`config.mk`:
```
export PLATFORM = sky130hd
export DESIGN_NAME = pe_seq_feeder
export DESIGN_NICKNAME = d
export VERILOG_FILES = /design/src/rtl/pe_seq_feeder_pkg.sv /design/src/rtl/pe_seq_feeder_tag_delay.sv /design/src/rtl/pe_seq_feeder.sv
export SDC_FILE = /design/constraint.sdc
export NUM_CORES = 1
export LEC_CHECK = 0
export BUFFER_PORTS_ARGS = -buffer_cell sky130_fd_sc_hd__buf_2
export CAP_MARGIN = 5
export CORE_AREA = 2 2 226 172
export DETAILED_ROUTE_END_ITERATION = 10
export DIE_AREA = 0 0 228 174
export PLACE_DENSITY_LB_ADDON = 0.3
export SYNTH_ARGS = -nofsm -noshare
export SYNTH_HDL_FRONTEND = slang
export SYNTH_SLANG_ARGS = --single-unit
```
`constraint.sdc`:
```
create_clock -name clk -period 11.1 [get_ports clk]
set_input_delay 1.11 -clock clk [delete_from_list [all_inputs] [get_ports clk]]
set_output_delay 1.11 -clock clk [all_outputs]
set_load 0.005 [all_outputs]
```
`src/rtl/pe_seq_feeder_pkg.sv`:
```
// Shared definitions for the nucleotide feeder: nucleotide codes, word and
// matrix geometry, FSM state type, result tag type and the ASCII decoder.
package pe_seq_feeder_pkg;

    localparam logic [1:0] NUC_A = 2'b00;
    localparam logic [1:0] NUC_C = 2'b01;
    localparam logic [1:0] NUC_G = 2'b10;
    localparam logic [1:0] NUC_T = 2'b11;

    localparam int unsigned NUC_PER_WORD = 16;
    localparam int unsigned PROB_W       = 10;
    localparam int unsigned ROW_W        = 40;
    localparam int unsigned MAT_W        = 160;

    typedef enum logic [1:0] {
        StIdle,
        StFill,
        StIssue,
        StDrain
    } feeder_state_t;

    // Tag travelling alongside a word through the engine latency.
    typedef struct packed {
        logic       valid;
        logic [4:0] count;
        logic       last;
    } pe_tag_t;

    typedef struct packed {
        logic       ok;
        logic [1:0] code;
    } nuc_dec_t;

    // Case-insensitive ACGT decode; anything else yields code A with ok=0.
    function automatic nuc_dec_t nuc_decode(input logic [7:0] ch);
        nuc_dec_t d;
        d.ok   = 1'b1;
        d.code = NUC_A;
        case (ch)
            8'h41, 8'h61: d.code = NUC_A;
            8'h43, 8'h63: d.code = NUC_C;
            8'h47, 8'h67: d.code = NUC_G;
            8'h54, 8'h74: d.code = NUC_T;
            default:      d.ok   = 1'b0;
        endcase
        return d;
    endfunction

endpackage

```
`src/rtl/pe_seq_feeder_tag_delay.sv`:
```
// pe_tag_delay: PE_LATENCY-deep shift pipeline carrying {valid, count, last}
// so result tags line up with the engine output.
//   clk, reset : clock, async active-high reset (clears all stages)
//   tag_in     : tag entering on the issue cycle
//   tag_out    : final stage, aligned with the engine result
//   busy       : any stage holds a valid tag
module pe_tag_delay
    import pe_seq_feeder_pkg::*;
#(
    parameter int unsigned PE_LATENCY = 2
) (
    input  logic    clk,
    input  logic    reset,
    input  pe_tag_t tag_in,
    output pe_tag_t tag_out,
    output logic    busy
);

    pe_tag_t stage [PE_LATENCY];

    always_ff @(posedge clk or posedge reset) begin
        if (reset) begin
            for (int i = 0; i < int'(PE_LATENCY); i++) begin
                stage[i] <= '0;
            end
        end else begin
            stage[0] <= tag_in;
            for (int i = 1; i < int'(PE_LATENCY); i++) begin
                stage[i] <= stage[i-1];
            end
        end
    end

    assign tag_out = stage[PE_LATENCY-1];

    always_comb begin
        busy = 1'b0;
        for (int i = 0; i < int'(PE_LATENCY); i++) begin
            busy = busy | stage[i].valid;
        end
    end

endmodule

```
`src/rtl/pe_seq_feeder.sv`:
```
// pe_seq_feeder: packs ASCII nucleotides 16 per 32-bit word for the
// substitution engine, holds the 160-bit transition matrix, and tags each
// engine result with its nucleotide count and last flag.
//   clk, reset            : clock, async active-high reset
//   in_valid/ready/char/last : character stream input
//   mat_we/addr/data/ready : matrix entry write port (IDLE, nothing in flight)
//   nucl_alig, matrix_P   : engine operands
//   issue_valid           : nucl_alig updated this cycle
//   res_valid/count/last  : tag aligned with the engine result
//   err_char              : sticky non-ACGT flag
module pe_seq_feeder
    import pe_seq_feeder_pkg::*;
#(
    parameter int unsigned PE_LATENCY = 2
) (
    input  logic               clk,
    input  logic               reset,
    input  logic               in_valid,
    output logic               in_ready,
    input  logic [7:0]         in_char,
    input  logic               in_last,
    input  logic               mat_we,
    input  logic [3:0]         mat_addr,
    input  logic [PROB_W-1:0]  mat_data,
    output logic               mat_ready,
    output logic [31:0]        nucl_alig,
    output logic [MAT_W-1:0]   matrix_P,
    output logic               issue_valid,
    output logic               res_valid,
    output logic [4:0]         res_count,
    output logic               res_last,
    output logic               err_char
);

    feeder_state_t state;
    logic [3:0]    pos;
    logic [31:0]   word_buf;
    logic [4:0]    tag_count;
    logic          tag_last;
    logic          tags_busy;
    logic          accept;
    nuc_dec_t      dec;
    logic [31:0]   merged_word;
    pe_tag_t       tag_in;
    pe_tag_t       tag_out;

    assign in_ready  = (state == StIdle) || (state == StFill);
    assign mat_ready = (state == StIdle) && !tags_busy;
    assign accept    = in_valid && in_ready;

    // Unfilled positions of word_buf are always zero, giving 00 padding.
    always_comb begin
        dec         = nuc_decode(in_char);
        merged_word = word_buf | (32'(dec.code) << {pos, 1'b0});
    end

    always_ff @(posedge clk or posedge reset) begin
        if (reset) begin
            state       <= StIdle;
            pos         <= '0;
            word_buf    <= '0;
            nucl_alig   <= '0;
            issue_valid <= 1'b0;
            tag_count   <= '0;
            tag_last    <= 1'b0;
            err_char    <= 1'b0;
            matrix_P    <= '0;
        end else begin
            issue_valid <= 1'b0;
            if (accept && !dec.ok) begin
                err_char <= 1'b1;
            end
            unique case (state)
                StIdle, StFill: begin
                    if (accept) begin
                        if (pos == 4'(NUC_PER_WORD - 1) || in_last) begin
                            nucl_alig   <= merged_word;
                            issue_valid <= 1'b1;
                            tag_count   <= {1'b0, pos} + 5'd1;
                            tag_last    <= in_last;
                            word_buf    <= '0;
                            pos         <= '0;
                            state       <= StIssue;
                        end else begin
                            word_buf <= merged_word;
                            pos      <= pos + 4'd1;
                            state    <= StFill;
                        end
                    end
                end
                StIssue: state <= tag_last ? StDrain : StIdle;
                StDrain: begin
                    if (tag_out.valid && tag_out.last) begin
                        state <= StIdle;
                    end
                end
                default: state <= StIdle;
            endcase
            if (mat_we && mat_ready) begin
                for (int k = 0; k < 16; k++) begin
                    if (mat_addr == 4'(k)) begin
                        matrix_P[MAT_W - 1 - ROW_W * (k / 4) - PROB_W * (k % 4) -: PROB_W]
                            <= mat_data;
                    end
                end
            end
        end
    end

    // Only the issue cycle injects a valid tag; idle slots carry zeros.
    always_comb begin
        tag_in = '0;
        if (issue_valid) begin
            tag_in.valid = 1'b1;
            tag_in.count = tag_count;
            tag_in.last  = tag_last;
        end
    end

    pe_tag_delay #(
        .PE_LATENCY(PE_LATENCY)
    ) u_tag_delay (
        .clk    (clk),
        .reset  (reset),
        .tag_in (tag_in),
        .tag_out(tag_out),
        .busy   (tags_busy)
    );

    assign res_valid = tag_out.valid;
    assign res_count = tag_out.count;
    assign res_last  = tag_out.last;

endmodule

```
==> results of run 1 <==
## worst paths after layout
| path | start | end | depth (start not counted) |
|---|---|---|---|
| hold reg to reg | u_tag_delay.stage[12] | u_tag_delay.tag_out[5] | 0 |
| hold / removal | u_tag_delay.stage[12] | u_tag_delay.tag_out[5] | 0 |
| min in group asynchronous | reset | matrix_P[32] | 2 |
| max in group asynchronous | reset | matrix_P[82] | 3 |
| setup / recovery | state[1] | mat_ready | 3 |
| setup reg to reg | pos[0] | nucl_alig[18] | 6 |
## cell families after synthesis
| kind of cell | after synthesis | share of synthesized area (%) |
|---|---|---|
| AOI/OAI and AO/OA | 189 | 11.5 |
| xor gates and xnor gates | 2 | 0.168 |
| adders and majority gates | 1 | 0.120 |
| buffers and inverters | 103 | 4.15 |
| DFF | 252 | 60.6 |
| muxes | 161 | 17.4 |
| and+or+nand+nor | 72 | 6.02 |
## state kept, by name, indices dropped and copies added, names as in the netlist
signal and flops:
err_char 1, issue_valid 1, matrix_P 160, nucl_alig 32
pos 4, state 2, tag_count 5, tag_last 1
u_tag_delay.stage 7, u_tag_delay.tag_out 7, word_buf 32
## cell usage after synthesis, types with 4 or more instances
cell type and n:
nor2b_1 5, dfrtp_1 252, mux2_2 161, clkbuf_1 52
buf_4 6, nor3b_1 4, nor4bb_1 6, a31oi_1 33
nor2_1 4, nand3_1 4, inv_1 37, nand2_1 8
o22ai_1 28, o21ai_0 12, nor3_4 9, a21oi_1 65
o2111ai_1 28, and2_1 8, o211ai_1 17
## power by group
group | switching (mW) | internal, mW
registers | 0.101 | 1.05
clock network | 0.375 | 0.614
logic | 0.223 | 0.179
## per-layer routing
| metal | up-vias | wire [um] | global-route usage, % |
|---|---|---|---|
| met5 | - | 0 | 0 |
| met3 | 41 | 1950 | 3.44 |
| li1 | 3275 | - | - |
| met4 | 0 | 617 | 3.19 |
| met2 | 247 | 13200 | 22.7 |
| met1 | 3736 | 14300 | 21.5 |
## worst reg2reg max path: cells and delay by family, from the launching register on
family | cells | cell delay, ns
and+or+nand+nor | 1 | 0.33
DFF | 1 | 0.77
AOI/OAI and AO/OA | 2 | 0.96
adders and majority gates | 1 | 0.43
buffers and inverters | 2 | 0.61
## cell type report
| type | instances | area [sq um] |
|---|---|---|
| clock buffer | 38 | 797 |
| timing repair buffer | 237 | 1220 |
| clock inverter | 11 | 184 |
| fill | 3785 | 24600 |
| inverter | 38 | 150 |
| sequential | 252 | 6310 |
| tap | 512 | 641 |
| multi-input combinational | 425 | 3760 |
==> flow_summary.json, run 1 <==
{
  "crit_buf_inv": 2,
  "setup_viol": 0,
  "syn_area_sq_um": 10400,
  "postCtsHoldBufs": 0,
  "area_growth_pct": 25.6,
  "num_io_pins": 230,
  "layout_common_cells": "dfrtp_1 (252), buf_2 (228), mux2_2 (161)",
  "place_congestion": 0.748,
  "arrival_ns": 2.17,
  "drc_errors": 0,
  "min_period_over_period_pct": 29.5,
  "clockBufferDepth": 3,
  "grtUsageTotal_pct": 14.9,
  "place_area_sq_um": 12100,
  "drtPass1Iterations": 5,
  "powerDensity_nw_per_um2": 194,
  "hp-class": "reg2reg",
  "antenna_found_initial": 0,
  "synthArstFlopShare_pct": 100,
  "cp_slowest_cell": "or4_4",
  "wl_per_cell_um": 19.8,
  "grt_pass1_vias": 7269,
  "coreArea_sq_um": 37700,
  "fmax_mhz": 305,
  "status": "completed",
  "dp_slack_ns": 7.83,
  "clk_latency_ns": 0.54,
  "yosys.cell_types.count": 46,
  "crit_required_ns": 9.99,
  "fp.dieH_um": 174,
  "num_rows": 62,
  "fin_area_sq_um": 13100,
  "power.total_mw": 2.54,
  "utilization_pct": 34.6,
  "setup_ws_ns": 7.82,
  "slew_headroom_pct": 28.7,
  "hpwl_um": 19400,
  "cap_violations": 0,
  "cp_top_family": "simple AND/OR/NAND/NOR gates",
  "cpPeakStageDelay_ns": 0.77,
  "worstMarginPinSlew_ns": 1.07,
  "diodes": 0,
  "synth-edff-count": 0,
  "fin_tns_setup_ns": 0,
  "first_iter_violations": 429,
  "yosysWarnings": 0,
  "io_buffers": 228,
  "yosys_most_used_dff": "dfrtp_1",
  "cts_tree": "built",
  "final_cell_count_no_fill": 1513,
  "vias": 7299,
  "layout-drive-gt1-share_pct": 47.3,
  "nNetsFinal": 1009,
  "synthCells": 780,
  "synth.area.top_cells": "dfrtp_1 (61%), mux2_2 (17%), a21oi_1 (3.1%)",
  "endpoint_kind": "primary output",
  "ant_nets": 0,
  "clock_sinks": 252,
  "cp_cell_sequence": "or4_4 -> inv_2 -> buf_2",
  "startpoint_type": "register",
  "grt_max_degree": 151,
  "routed_via_density": 4.82,
  "synth.largest_area_cell": "dfrtp_1",
  "wirelength_um": 30000,
  "ys_seq_elements": 252,
  "post-cts-setup-buffer-count": 0,
  "critical_path_class": "reg2out",
  "worstPathMaxFanout": 14,
  "grt_pass1_wl_um": 46400,
  "final_common_cell": "dfrtp_1",
  "cts_root_buf": "clkbuf_16",
  "finClkSkew_ns": 0.0207,
  "peakVddDrop_mv": 0.0893,
  "p_leak_nw": 6.56,
  "place_inst": 1464,
  "syn_avg_cell_area_sq_um": 13.3,
  "rrSetupSlack_ns": 7.88,
  "path_clk_slew_ns": 0.06,
  "yosys.area.top_type_share_pct": 60.6,
  "htreeDepth": 1,
  "cts_resized": 0,
  "seq_area_frac_synth_pct": 60.6,
  "hold_viol": 0,
  "die_area_sq_um": 39700,
  "start_util_pct": 27.6,
  "rsz0062_at_grt": "false",
  "numCtsBuffers": 27,
  "drv_slew": 0,
  "period_needed_ns": 3.28,
  "holdWs_ns": 0.352,
  "overflow": 0,
  "die-width_um": 228,
  "synth_nets": 808
}
No activity file was read; power rests on OpenSTA's default activity.
==> run 2, diff against run 1 <==
Clock period 11.1 ns to 3.13 ns, I/O delays scaled along.
==> flow_summary.json, run 2 (synthesis results as in run 1) <==
{
  "coreArea_sq_um": 37700,
  "clock_sinks": 252,
  "cts_root_buf": "clkbuf_16",
  "grt_pass1_wl_um": 47000,
  "io_buffers": 228,
  "num_rows": 62,
  "finClkSkew_ns": 0.00903,
  "grtUsageTotal_pct": 15.0,
  "hold_viol": 0,
  "dp_slack_ns": 0.603,
  "worstPathMaxFanout": 14,
  "ant_nets": 0,
  "wl_per_cell_um": 19.7,
  "largest-register": "matrix_P",
  "status": "completed",
  "rsz0062_at_grt": "false",
  "endpoint_kind": "register",
  "grt_pass1_vias": 7497,
  "drtPass1Iterations": 5,
  "holdWs_ns": 0.102,
  "path_clk_slew_ns": 0.05,
  "arrival_ns": 2.93,
  "p_leak_nw": 6.59,
  "clk_latency_ns": 0.55,
  "startpoint_type": "register",
  "htreeDepth": 1,
  "antenna_found_initial": 0,
  "die_area_sq_um": 39700,
  "clockBufferDepth": 3,
  "nFillCells": 3771,
  "grt_max_degree": 161,
  "power.total_mw": 8.78,
  "hp-class": "in2reg",
  "place_congestion": 0.749,
  "routed_via_density": 4.84,
  "final_common_cell": "dfrtp_1",
  "nNetsFinal": 1024,
  "reg2regPathDepth": 4,
  "wirelength_um": 30100,
  "final_cell_count_no_fill": 1527,
  "diodes": 0,
  "num_io_pins": 230,
  "drv_slew": 0,
  "register_area_sq_um": 6310,
  "die-width_um": 228,
  "layout-drive-gt1-share_pct": 47.1,
  "first_iter_violations": 503,
  "setup_viol": 0,
  "drc_errors": 0,
  "layout_common_cells": "dfrtp_1 (252), buf_2 (228), mux2_2 (161)",
  "setup_ws_ns": 0.622,
  "peakVddDrop_mv": 0.349,
  "overflow": 0,
  "slew_headroom_pct": 33.9,
  "cts_tree": "built",
  "largest_register_ffs": 160,
  "area_growth_pct": 25.6,
  "cap_violations": 0,
  "fmax_mhz": 399,
  "period_needed_ns": 2.51,
  "crit_required_ns": 3.56,
  "multiInputGateArea_sq_um": 3720,
  "worstMarginPinSlew_ns": 0.991,
  "hpwl_um": 19700,
  "reg_top3": "matrix_P: 160 flops, nucl_alig: 32 flops, word_buf: 32 flops",
  "fp.dieH_um": 174,
  "min_period_over_period_pct": 80.1,
  "min_path_cells": 2,
  "place_inst": 1477,
  "numCtsBuffers": 28,
  "critical_path_class": "reg2reg",
  "start_util_pct": 27.6,
  "vias": 7388,
  "powerDensity_nw_per_um2": 672
}
run 2: changes by cell type in the layout (fill, tap and decap cells not counted), moves of 2 or more:
cell       before  now
bufinv_16       5    2
clkbuf_1        3    6
clkbuf_16      27   29
clkbuf_8        8    4
nor4bb_2        2    0
clkinv_2        5    7
buf_4           8   20
nor4bb_1        1    3
run 2: metal layers:
| metal | GRT usage (%) | routed length (um) | vias up |
|---|---|---|---|
| met3 | 3.84 | 1950 | 42 |
| met2 | 22.8 | 13000 | 245 |
| li1 | - | - | 3303 |
| met5 | 0 | 0 | - |
| met4 | 3.57 | 632 | 0 |
| met1 | 21.5 | 14500 | 3798 |
run 2: report_power, final:
| part | internal (mW) | leakage (nW) | switching [mW] |
|---|---|---|---|
| logic | 0.659 | 2.73 | 0.879 |
| registers | 3.71 | 3.40 | 0.269 |
| clock network | 1.94 | 0.453 | 1.32 |
run 2: path summary, 6_finish.rpt:
path | startpoint | endpoint | slack [ns]
max | state[1] | matrix_P[138] | 0.62
min | in_last | tag_last | 0.10
max reg2reg | state[1] | matrix_P[138] | 0.62
min reg2reg | u_tag_delay.stage[11] | u_tag_delay.tag_out[4] | 0.34
max in group asynchronous | reset | matrix_P[100] | 1.84
min in group asynchronous | reset | u_tag_delay.stage[12] | 0.43
run 2: layout make-up:
type,instances,share of cell area [%]
flip-flops and latches,252,48.3
multi-input cells,425,28.5
repair buffers,251,10.3
clock buffers,39,6.15
well taps,512,4.90
inverters,38,1.12
clock inverters,10,0.795
run 2: what timing repair did:
action,4_1_cts,5_1_grt
setup endpoints to repair,0,0
buffers inserted,0,0
hold buffers,1,0
hold endpoints to repair,92,0
resized for setup,0,0
run 2: worst max-delay path, cell delays in order, from the launching register on:
cell      delay (ns)
dfrtp_1         0.48
or4_4           0.76
inv_2           0.17
nand4b_1        0.49
mux2_2          0.47
run 2: metrics by stage:
step	cell area, sq um	TNS, ns	utilization [%]
after floorplan	10400	-125.67	-
after CTS	13100	0	34.7
final	13100	0	34.7
after global routing	13100	0	34.7
after detailed placement	12100	0	32.2
after global placement	12100	0	32.2
